<file path="src/rtl/imem_load_fetch_ctrl_if.sv">
// Loader, fetch and memory-port bundle of imem_load_fetch_ctrl.
// master = requester/memory side, slave = the controller.
interface imem_load_fetch_ctrl_if #(
  parameter int AW = 10
);
  logic          ld_valid;
  logic [7:0]    ld_data;
  logic          ld_ready;
  logic          fetch_req;
  logic [31:0]   fetch_addr;
  logic          fetch_ready;
  logic          fetch_valid;
  logic [31:0]   fetch_data;
  logic          fetch_err;
  logic [AW-1:0] mem_addr;
  logic          mem_we;
  logic [7:0]    mem_wdata;
  logic [31:0]   mem_rdata;

  modport master (
    output ld_valid, ld_data,
    output fetch_req, fetch_addr,
    output mem_rdata,
    input  ld_ready,
    input  fetch_ready, fetch_valid,
    input  fetch_data, fetch_err,
    input  mem_addr, mem_we, mem_wdata
  );

  modport slave (
    input  ld_valid, ld_data,
    input  fetch_req, fetch_addr,
    input  mem_rdata,
    output ld_ready,
    output fetch_ready, fetch_valid,
    output fetch_data, fetch_err,
    output mem_addr, mem_we, mem_wdata
  );
endinterface

</file>
<file path="src/rtl/imem_load_fetch_ctrl.sv">
// Boot loader / fetch arbiter for the byte-wide instruction memory.
// Define IMEM_LOAD_CHECKSUM_EN to add load_csum / load_err checking.
module imem_load_fetch_ctrl #(
  parameter int DEPTH = 1024,
  parameter int AW    = $clog2(DEPTH)
) (
  input  logic        clk,
  input  logic        rst_n,
  input  logic        load_start,
  input  logic [AW:0] load_len,
`ifdef IMEM_LOAD_CHECKSUM_EN
  input  logic [7:0]  load_csum,
  output logic        load_err,
`endif
  output logic        load_done,
  output logic        core_rst_n,
  imem_load_fetch_ctrl_if.slave bus
);

  typedef enum logic [1:0] {
    IDLE,
    LOAD,
    RUN
  } state_e;

  localparam logic [AW:0]  DEPTH_L = (AW+1)'(DEPTH);
  localparam logic [31:0]  LIMIT   = 32'(DEPTH - 3);
  localparam logic [31:0]  NOP     = 32'h0000_0013;

  state_e        state_q, state_d;
  logic [AW-1:0] cnt_q, cnt_d;
  logic [AW:0]   len_q, len_d;
  logic          done_q, done_d;
  logic          fv_q, fv_d;
  logic          ferr_q, ferr_d;
  logic [31:0]   fdata_q, fdata_d;
  logic [AW:0]   clamp;
  logic          bad_addr;
  logic          ld_rdy;
  logic          we;
  logic          f_rdy;
  logic [AW-1:0] addr;
`ifdef IMEM_LOAD_CHECKSUM_EN
  logic [7:0]    csum_q, csum_d;
  logic          lerr_q, lerr_d;
  logic [7:0]    sum;
`endif

  assign clamp    = (load_len > DEPTH_L) ? DEPTH_L : load_len;
  assign bad_addr = (bus.fetch_addr[1:0] != 2'b00) ||
                    (bus.fetch_addr >= LIMIT);
`ifdef IMEM_LOAD_CHECKSUM_EN
  assign sum      = csum_q + bus.ld_data;
`endif

  always_comb begin
    state_d = state_q;
    cnt_d   = cnt_q;
    len_d   = len_q;
    done_d  = 1'b0;
    fv_d    = 1'b0;
    ferr_d  = ferr_q;
    fdata_d = fdata_q;
    ld_rdy  = 1'b0;
    we      = 1'b0;
    f_rdy   = 1'b0;
    addr    = '0;
`ifdef IMEM_LOAD_CHECKSUM_EN
    csum_d  = csum_q;
    lerr_d  = lerr_q;
`endif
    unique case (state_q)
      IDLE: ;
      LOAD: begin
        ld_rdy = !load_start;
        addr   = cnt_q;
        we     = bus.ld_valid && ld_rdy;
        if (we) begin
          cnt_d = cnt_q + 1'b1;
`ifdef IMEM_LOAD_CHECKSUM_EN
          csum_d = sum;
`endif
          if ({1'b0, cnt_q} == len_q - 1'b1) begin
            done_d  = 1'b1;
            state_d = RUN;
`ifdef IMEM_LOAD_CHECKSUM_EN
            if (sum != 8'h00) begin
              lerr_d  = 1'b1;
              state_d = IDLE;
            end
`endif
          end
        end
      end
      RUN: begin
        f_rdy = bus.fetch_req && !fv_q;
        addr  = bus.fetch_addr[AW-1:0];
        if (f_rdy) begin
          fv_d    = 1'b1;
          ferr_d  = bad_addr;
          fdata_d = bad_addr ? NOP : bus.mem_rdata;
        end
      end
      default: state_d = IDLE;
    endcase
    // A fetch accepted this cycle still completes in the first LOAD cycle.
    if (load_start) begin
      cnt_d   = '0;
      len_d   = clamp;
      state_d = LOAD;
`ifdef IMEM_LOAD_CHECKSUM_EN
      csum_d  = load_csum;
      lerr_d  = 1'b0;
`endif
      if (clamp == '0) begin
        done_d  = 1'b1;
        state_d = RUN;
`ifdef IMEM_LOAD_CHECKSUM_EN
        if (load_csum != 8'h00) begin
          lerr_d  = 1'b1;
          state_d = IDLE;
        end
`endif
      end
    end
  end

  always_ff @(posedge clk or negedge rst_n) begin
    if (!rst_n) begin
      state_q <= IDLE;
      cnt_q   <= '0;
      len_q   <= '0;
      done_q  <= 1'b0;
      fv_q    <= 1'b0;
      ferr_q  <= 1'b0;
      fdata_q <= '0;
`ifdef IMEM_LOAD_CHECKSUM_EN
      csum_q  <= '0;
      lerr_q  <= 1'b0;
`endif
    end else begin
      state_q <= state_d;
      cnt_q   <= cnt_d;
      len_q   <= len_d;
      done_q  <= done_d;
      fv_q    <= fv_d;
      ferr_q  <= ferr_d;
      fdata_q <= fdata_d;
`ifdef IMEM_LOAD_CHECKSUM_EN
      csum_q  <= csum_d;
      lerr_q  <= lerr_d;
`endif
    end
  end

  assign bus.ld_ready    = ld_rdy;
  assign bus.mem_we      = we;
  assign bus.mem_addr    = addr;
  assign bus.mem_wdata   = bus.ld_data;
  assign bus.fetch_ready = f_rdy;
  assign bus.fetch_valid = fv_q;
  assign bus.fetch_err   = ferr_q;
  assign bus.fetch_data  = fdata_q;
  assign load_done       = done_q;
  assign core_rst_n      = (state_q == RUN);
`ifdef IMEM_LOAD_CHECKSUM_EN
  assign load_err        = lerr_q;
`endif

endmodule

</file>
<file path="src/flat_wrapper.sv">
// flat-port wrapper written by rule: the top's interface ports become plain ports
module imem_load_fetch_ctrl_flat 
#(
  parameter int DEPTH = 1024,
  parameter int AW    = $clog2(DEPTH)
)
  (clk, rst_n, load_start, load_len, load_done, core_rst_n, bus_ld_valid, bus_ld_data, bus_fetch_req, bus_fetch_addr, bus_mem_rdata, bus_ld_ready, bus_fetch_ready, bus_fetch_valid, bus_fetch_data, bus_fetch_err, bus_mem_addr, bus_mem_we, bus_mem_wdata);
  imem_load_fetch_ctrl_if #(.AW(AW)) bus_i ();
  input  logic clk;
  input  logic rst_n;
  input  logic load_start;
  input  logic [AW:0] load_len;
  output logic load_done;
  output logic core_rst_n;
  input wire logic [$bits(bus_i.ld_valid)-1:0] bus_ld_valid;
  input wire logic [$bits(bus_i.ld_data)-1:0] bus_ld_data;
  input wire logic [$bits(bus_i.fetch_req)-1:0] bus_fetch_req;
  input wire logic [$bits(bus_i.fetch_addr)-1:0] bus_fetch_addr;
  input wire logic [$bits(bus_i.mem_rdata)-1:0] bus_mem_rdata;
  output wire logic [$bits(bus_i.ld_ready)-1:0] bus_ld_ready;
  output wire logic [$bits(bus_i.fetch_ready)-1:0] bus_fetch_ready;
  output wire logic [$bits(bus_i.fetch_valid)-1:0] bus_fetch_valid;
  output wire logic [$bits(bus_i.fetch_data)-1:0] bus_fetch_data;
  output wire logic [$bits(bus_i.fetch_err)-1:0] bus_fetch_err;
  output wire logic [$bits(bus_i.mem_addr)-1:0] bus_mem_addr;
  output wire logic [$bits(bus_i.mem_we)-1:0] bus_mem_we;
  output wire logic [$bits(bus_i.mem_wdata)-1:0] bus_mem_wdata;
  assign bus_i.ld_valid = bus_ld_valid;
  assign bus_i.ld_data = bus_ld_data;
  assign bus_i.fetch_req = bus_fetch_req;
  assign bus_i.fetch_addr = bus_fetch_addr;
  assign bus_i.mem_rdata = bus_mem_rdata;
  assign bus_ld_ready = bus_i.ld_ready;
  assign bus_fetch_ready = bus_i.fetch_ready;
  assign bus_fetch_valid = bus_i.fetch_valid;
  assign bus_fetch_data = bus_i.fetch_data;
  assign bus_fetch_err = bus_i.fetch_err;
  assign bus_mem_addr = bus_i.mem_addr;
  assign bus_mem_we = bus_i.mem_we;
  assign bus_mem_wdata = bus_i.mem_wdata;
  imem_load_fetch_ctrl #(.DEPTH(DEPTH), .AW(AW)) u_core (.clk(clk), .rst_n(rst_n), .load_start(load_start), .load_len(load_len), .load_done(load_done), .core_rst_n(core_rst_n), .bus(bus_i));
endmodule
</file>
<file path="config.mk">
export PLATFORM = sky130hd
export DESIGN_NAME = imem_load_fetch_ctrl_flat
export DESIGN_NICKNAME = d
export VERILOG_FILES = /design/src/rtl/imem_load_fetch_ctrl_if.sv /design/src/rtl/imem_load_fetch_ctrl.sv /design/src/flat_wrapper.sv
export SDC_FILE = /design/constraint.sdc
export NUM_CORES = 1
export LEC_CHECK = 0
export CAP_MARGIN = 20
export CORE_UTILIZATION = 35
export CTS_CLUSTER_DIAMETER = 100
export DETAILED_ROUTE_END_ITERATION = 7
export DONT_BUFFER_PORTS = 1
export GPL_TIMING_DRIVEN = 0
export SLEW_MARGIN = 20
export SYNTH_ARGS = -nofsm -noshare
export SYNTH_HDL_FRONTEND = slang
export SYNTH_SLANG_ARGS = --single-unit
</file>
<file path="constraint.sdc">
create_clock -name clk -period 6.9 [get_ports clk]
set_input_delay 1.035 -clock clk [delete_from_list [all_inputs] [get_ports clk]]
set_output_delay 1.035 -clock clk [all_outputs]
set_load 0.03 [all_outputs]
</file>
==> results.json <==
{
  "detail_route.first_pass.iterations": 4,
  "number_of_post_cts_setup_repair_buffers": 0,
  "areaGrowthSynthToFinish_pct": 10.3,
  "grt_antenna_before_repair": 0,
  "ir_worst_vdd_uv": 134,
  "worst_hold_path_type": "in2async",
  "critical_path_arrival_ps": 2490,
  "total_power_mw": 0.920,
  "grt_pass1_vias": 2111,
  "floorplan.die_area_sq_um": 8740,
  "syn_avg_cell_area_sq_um": 10.3,
  "final_area_sq_um": 3230,
  "cts.root.buffer_cell": "sky130_fd_sc_hd__clkbuf_8",
  "gr-usage-all-layers": 0.164,
  "clock_tree_from_tritoncts": "done",
  "dpl-instance-area_sq_um": 3060,
  "routed_antenna_nets": 0,
  "post_synth_num_cell_types": 41,
  "min_period_ps": 3520,
  "timing_max_transition_violations_final": 0,
  "layout.cells.most_common_list": "58 x sky130_fd_sc_hd__dfrtp_1, 32 x sky130_fd_sc_hd__a22o_1, 19 x sky130_fd_sc_hd__nor2_1",
  "grt_first_pass_wirelength_microns": 10600,
  "setup.worst_path.start": "u_core.state_q[0]",
  "cts-hold-fix-buffers": 0,
  "synthTopCellsByArea": "sky130_fd_sc_hd__dfrtp_1 50%, sky130_fd_sc_hd__a22o_1 9.6%, sky130_fd_sc_hd__xor2_1 3.9%, sky130_fd_sc_hd__xnor2_1 2.7%, sky130_fd_sc_hd__a22oi_1 2.6%",
  "post-dp-hpwl_microns": 5330,
  "floorplan.initialDensity": 0.358,
  "drc_errors": 0,
  "drt-wirelength-per-cell_microns": 17.4,
  "synth-warning-count": 0,
  "cp.required_ps": 5860,
  "final-hold-violation-count": 0,
  "cts-buffers-inserted": 9,
  "path_class": "reg2out",
  "fp.coreArea_sq_um": 8180,
  "area.sequential_sq_um": 1450,
  "nNetsFinal": 389,
  "reg2reg_from": "u_core.len_q[0]",
  "rr_worst_depth": 8,
  "postSynthNetCount": 378,
  "post_cts_resized": 0,
  "synth-async-reset-ratio": 1.00,
  "io_pins": 145,
  "detail_route.iter0.violations": 43,
  "global_route.overflow_total": 0,
  "relSlewSlack": 0.590,
  "finalSetupTns_ps": 0,
  "seq_area_frac_synth": 0.495,
  "worstPathMaxFanout": 10,
  "pin_count_of_the_biggest_net_entering_global_routing": 59,
  "cts-root-to-sink-buffers": 2,
  "syn_area_sq_um": 2930,
  "dpl_worst_slack_ps": 3720,
  "ys_ff_latch": 58,
  "multi_input_area_sq_um": 1310,
  "floorplan.die.height_microns": 93.5,
  "gp_congestion": 0.791,
  "yosysTopAreaCell": "sky130_fd_sc_hd__dfrtp_1",
  "clock_latency_ps": 340,
  "timing.final.ws_setup_ps": 3380,
  "timing.fmax_ghz": 0.284,
  "drive_gt1_frac": 0.0997,
  "num_vias": 2231,
  "power.density_nw_per_um2": 285,
  "rsz0062_at_grt": "false",
  "fin_worst_skew_ps": 4.63,
  "h-tree-depth": 3,
  "max_slew.worst_pin.slew_ps": 614,
  "placement.io_buffers": 0,
  "critical_path.endpoint": "bus_mem_addr[1]",
  "synth.top_cell.area_share": 0.495,
  "vias_per_cell": 5.50,
  "standard_cell_row_count": 33,
  "clock-sinks": 58,
  "die_width_microns": 93.5,
  "crit_path_end_kind": "primary output",
  "status": "completed",
  "maxCapViolations": 0,
  "final_common_cell": "sky130_fd_sc_hd__dfrtp_1",
  "r2r-end": "u_core.state_q[0]",
  "fin_crit_sh": 0.510,
  "cells_after_synthesis": 285,
  "n_fill_cell": 799,
  "r2r_setup_slack_ps": 3890,
  "synthFlopType": "sky130_fd_sc_hd__dfrtp_1",
  "synth_edf_count": 0,
  "cts_clk_pin_slew_worst_paths_ps": 70,
  "n_antenna_cell": 0,
  "worst_hold_slack_ps": 386,
  "drt-total-wl_microns": 7080,
  "cp-start-kind": "flop",
  "setup_viol_count_final": 0,
  "leakage_nw": 1.40
}
cell usage after synthesis, types with 2 or more instances:
| cell type | count |
|---|---|
| sky130_fd_sc_hd__nand4_1 | 3 |
| sky130_fd_sc_hd__nor3_1 | 7 |
| sky130_fd_sc_hd__o21ai_0 | 11 |
| sky130_fd_sc_hd__nand2_1 | 11 |
| sky130_fd_sc_hd__a22o_1 | 32 |
| sky130_fd_sc_hd__buf_4 | 8 |
| sky130_fd_sc_hd__inv_1 | 16 |
| sky130_fd_sc_hd__clkbuf_1 | 14 |
| sky130_fd_sc_hd__ha_1 | 5 |
| sky130_fd_sc_hd__xor2_1 | 13 |
| sky130_fd_sc_hd__and3_1 | 2 |
| sky130_fd_sc_hd__a22oi_1 | 10 |
| sky130_fd_sc_hd__or3_1 | 5 |
| sky130_fd_sc_hd__nor2_1 | 19 |
| sky130_fd_sc_hd__dfrtp_1 | 58 |
| sky130_fd_sc_hd__nor4_1 | 8 |
| sky130_fd_sc_hd__nor2b_1 | 10 |
| sky130_fd_sc_hd__nand3b_1 | 8 |
| sky130_fd_sc_hd__nand3_1 | 6 |
| sky130_fd_sc_hd__xnor2_1 | 9 |
| sky130_fd_sc_hd__a21oi_1 | 10 |
metal layers:
layer / wire length, microns / vias up / global-route usage
li1: - / 1049 / -
met1: 3000 / 1048 / 0.200
met2: 3370 / 123 / 0.267
met3: 566 / 11 / 0.0496
met4: 140 / 0 / 0.0705
met5: 0 / - / 0
power by group:
group / switching, mW / leakage [nW] / internal (mW)
Sequential: 0.0488 / 0.778 / 0.365
Clock: 0.138 / 0.0851 / 0.138
Combinational: 0.148 / 0.540 / 0.0823
worst min path at each step:
| stage | slack [ps] | depth (start not counted) | start | to |
|---|---|---|---|---|
| 2_1_floorplan | 500 | 1 | u_core.len_q[10] | u_core.len_q[10] |
| 3_3_place_gp | 520 | 1 | u_core.len_q[10] | u_core.len_q[10] |
| 3_5_place_dp | 520 | 1 | u_core.len_q[10] | u_core.len_q[10] |
| 4_1_cts | 380 | 0 | rst_n | u_core.state_q[0] |
| 5_1_grt | 370 | 0 | rst_n | u_core.len_q[7] |
| 6_report | 390 | 0 | rst_n | u_core.load_done |
kinds of logic (layout without fill, tap and decap cells):
group / Yosys count / count (layout) / share of synthesized area
compound gates: 74 / 74 / 0.189
fa+ha+maj: 5 / 5 / 0.0213
xor+xnor: 22 / 22 / 0.0658
simple gates: 87 / 87 / 0.166
buf+inv: 38 / 54 / 0.0589
mux: 1 / 1 / 0.00384
flops: 58 / 58 / 0.495
worst max-delay path: stages (launching register included):
cell,delay [ps]
sky130_fd_sc_hd__dfrtp_1,410
sky130_fd_sc_hd__inv_1,110
sky130_fd_sc_hd__ha_1,520
sky130_fd_sc_hd__clkbuf_1,430
sky130_fd_sc_hd__a22oi_1,170
sky130_fd_sc_hd__nor2b_1,510
final cells by class:
class	count	area share
plain buffers	22	0.0348
clock buffers	11	0.0437
clock inverters	5	0.00929
inverters	16	0.0186
multi-input cells	189	0.404
flip-flops and latches	58	0.449
well taps	105	0.0406
sequential cells by signal, summed over array words and instances (netlist names):
name                    count
u_core.len_q               11
u_core.bus.fetch_err        1
u_core.bus.fetch_valid      1
u_core.bus.fetch_data      32
u_core.load_done            1
u_core.state_q              2
u_core.cnt_q               10
metrics by stage:
stage	instances	utilization
3_3_place_gp	390	0.375
6_report	406	0.395
3_5_place_dp	390	0.375
2_1_floorplan	285	-
4_1_cts	406	0.395
5_1_grt	406	0.395
Note: power is estimated with default switching activity, not from simulation.
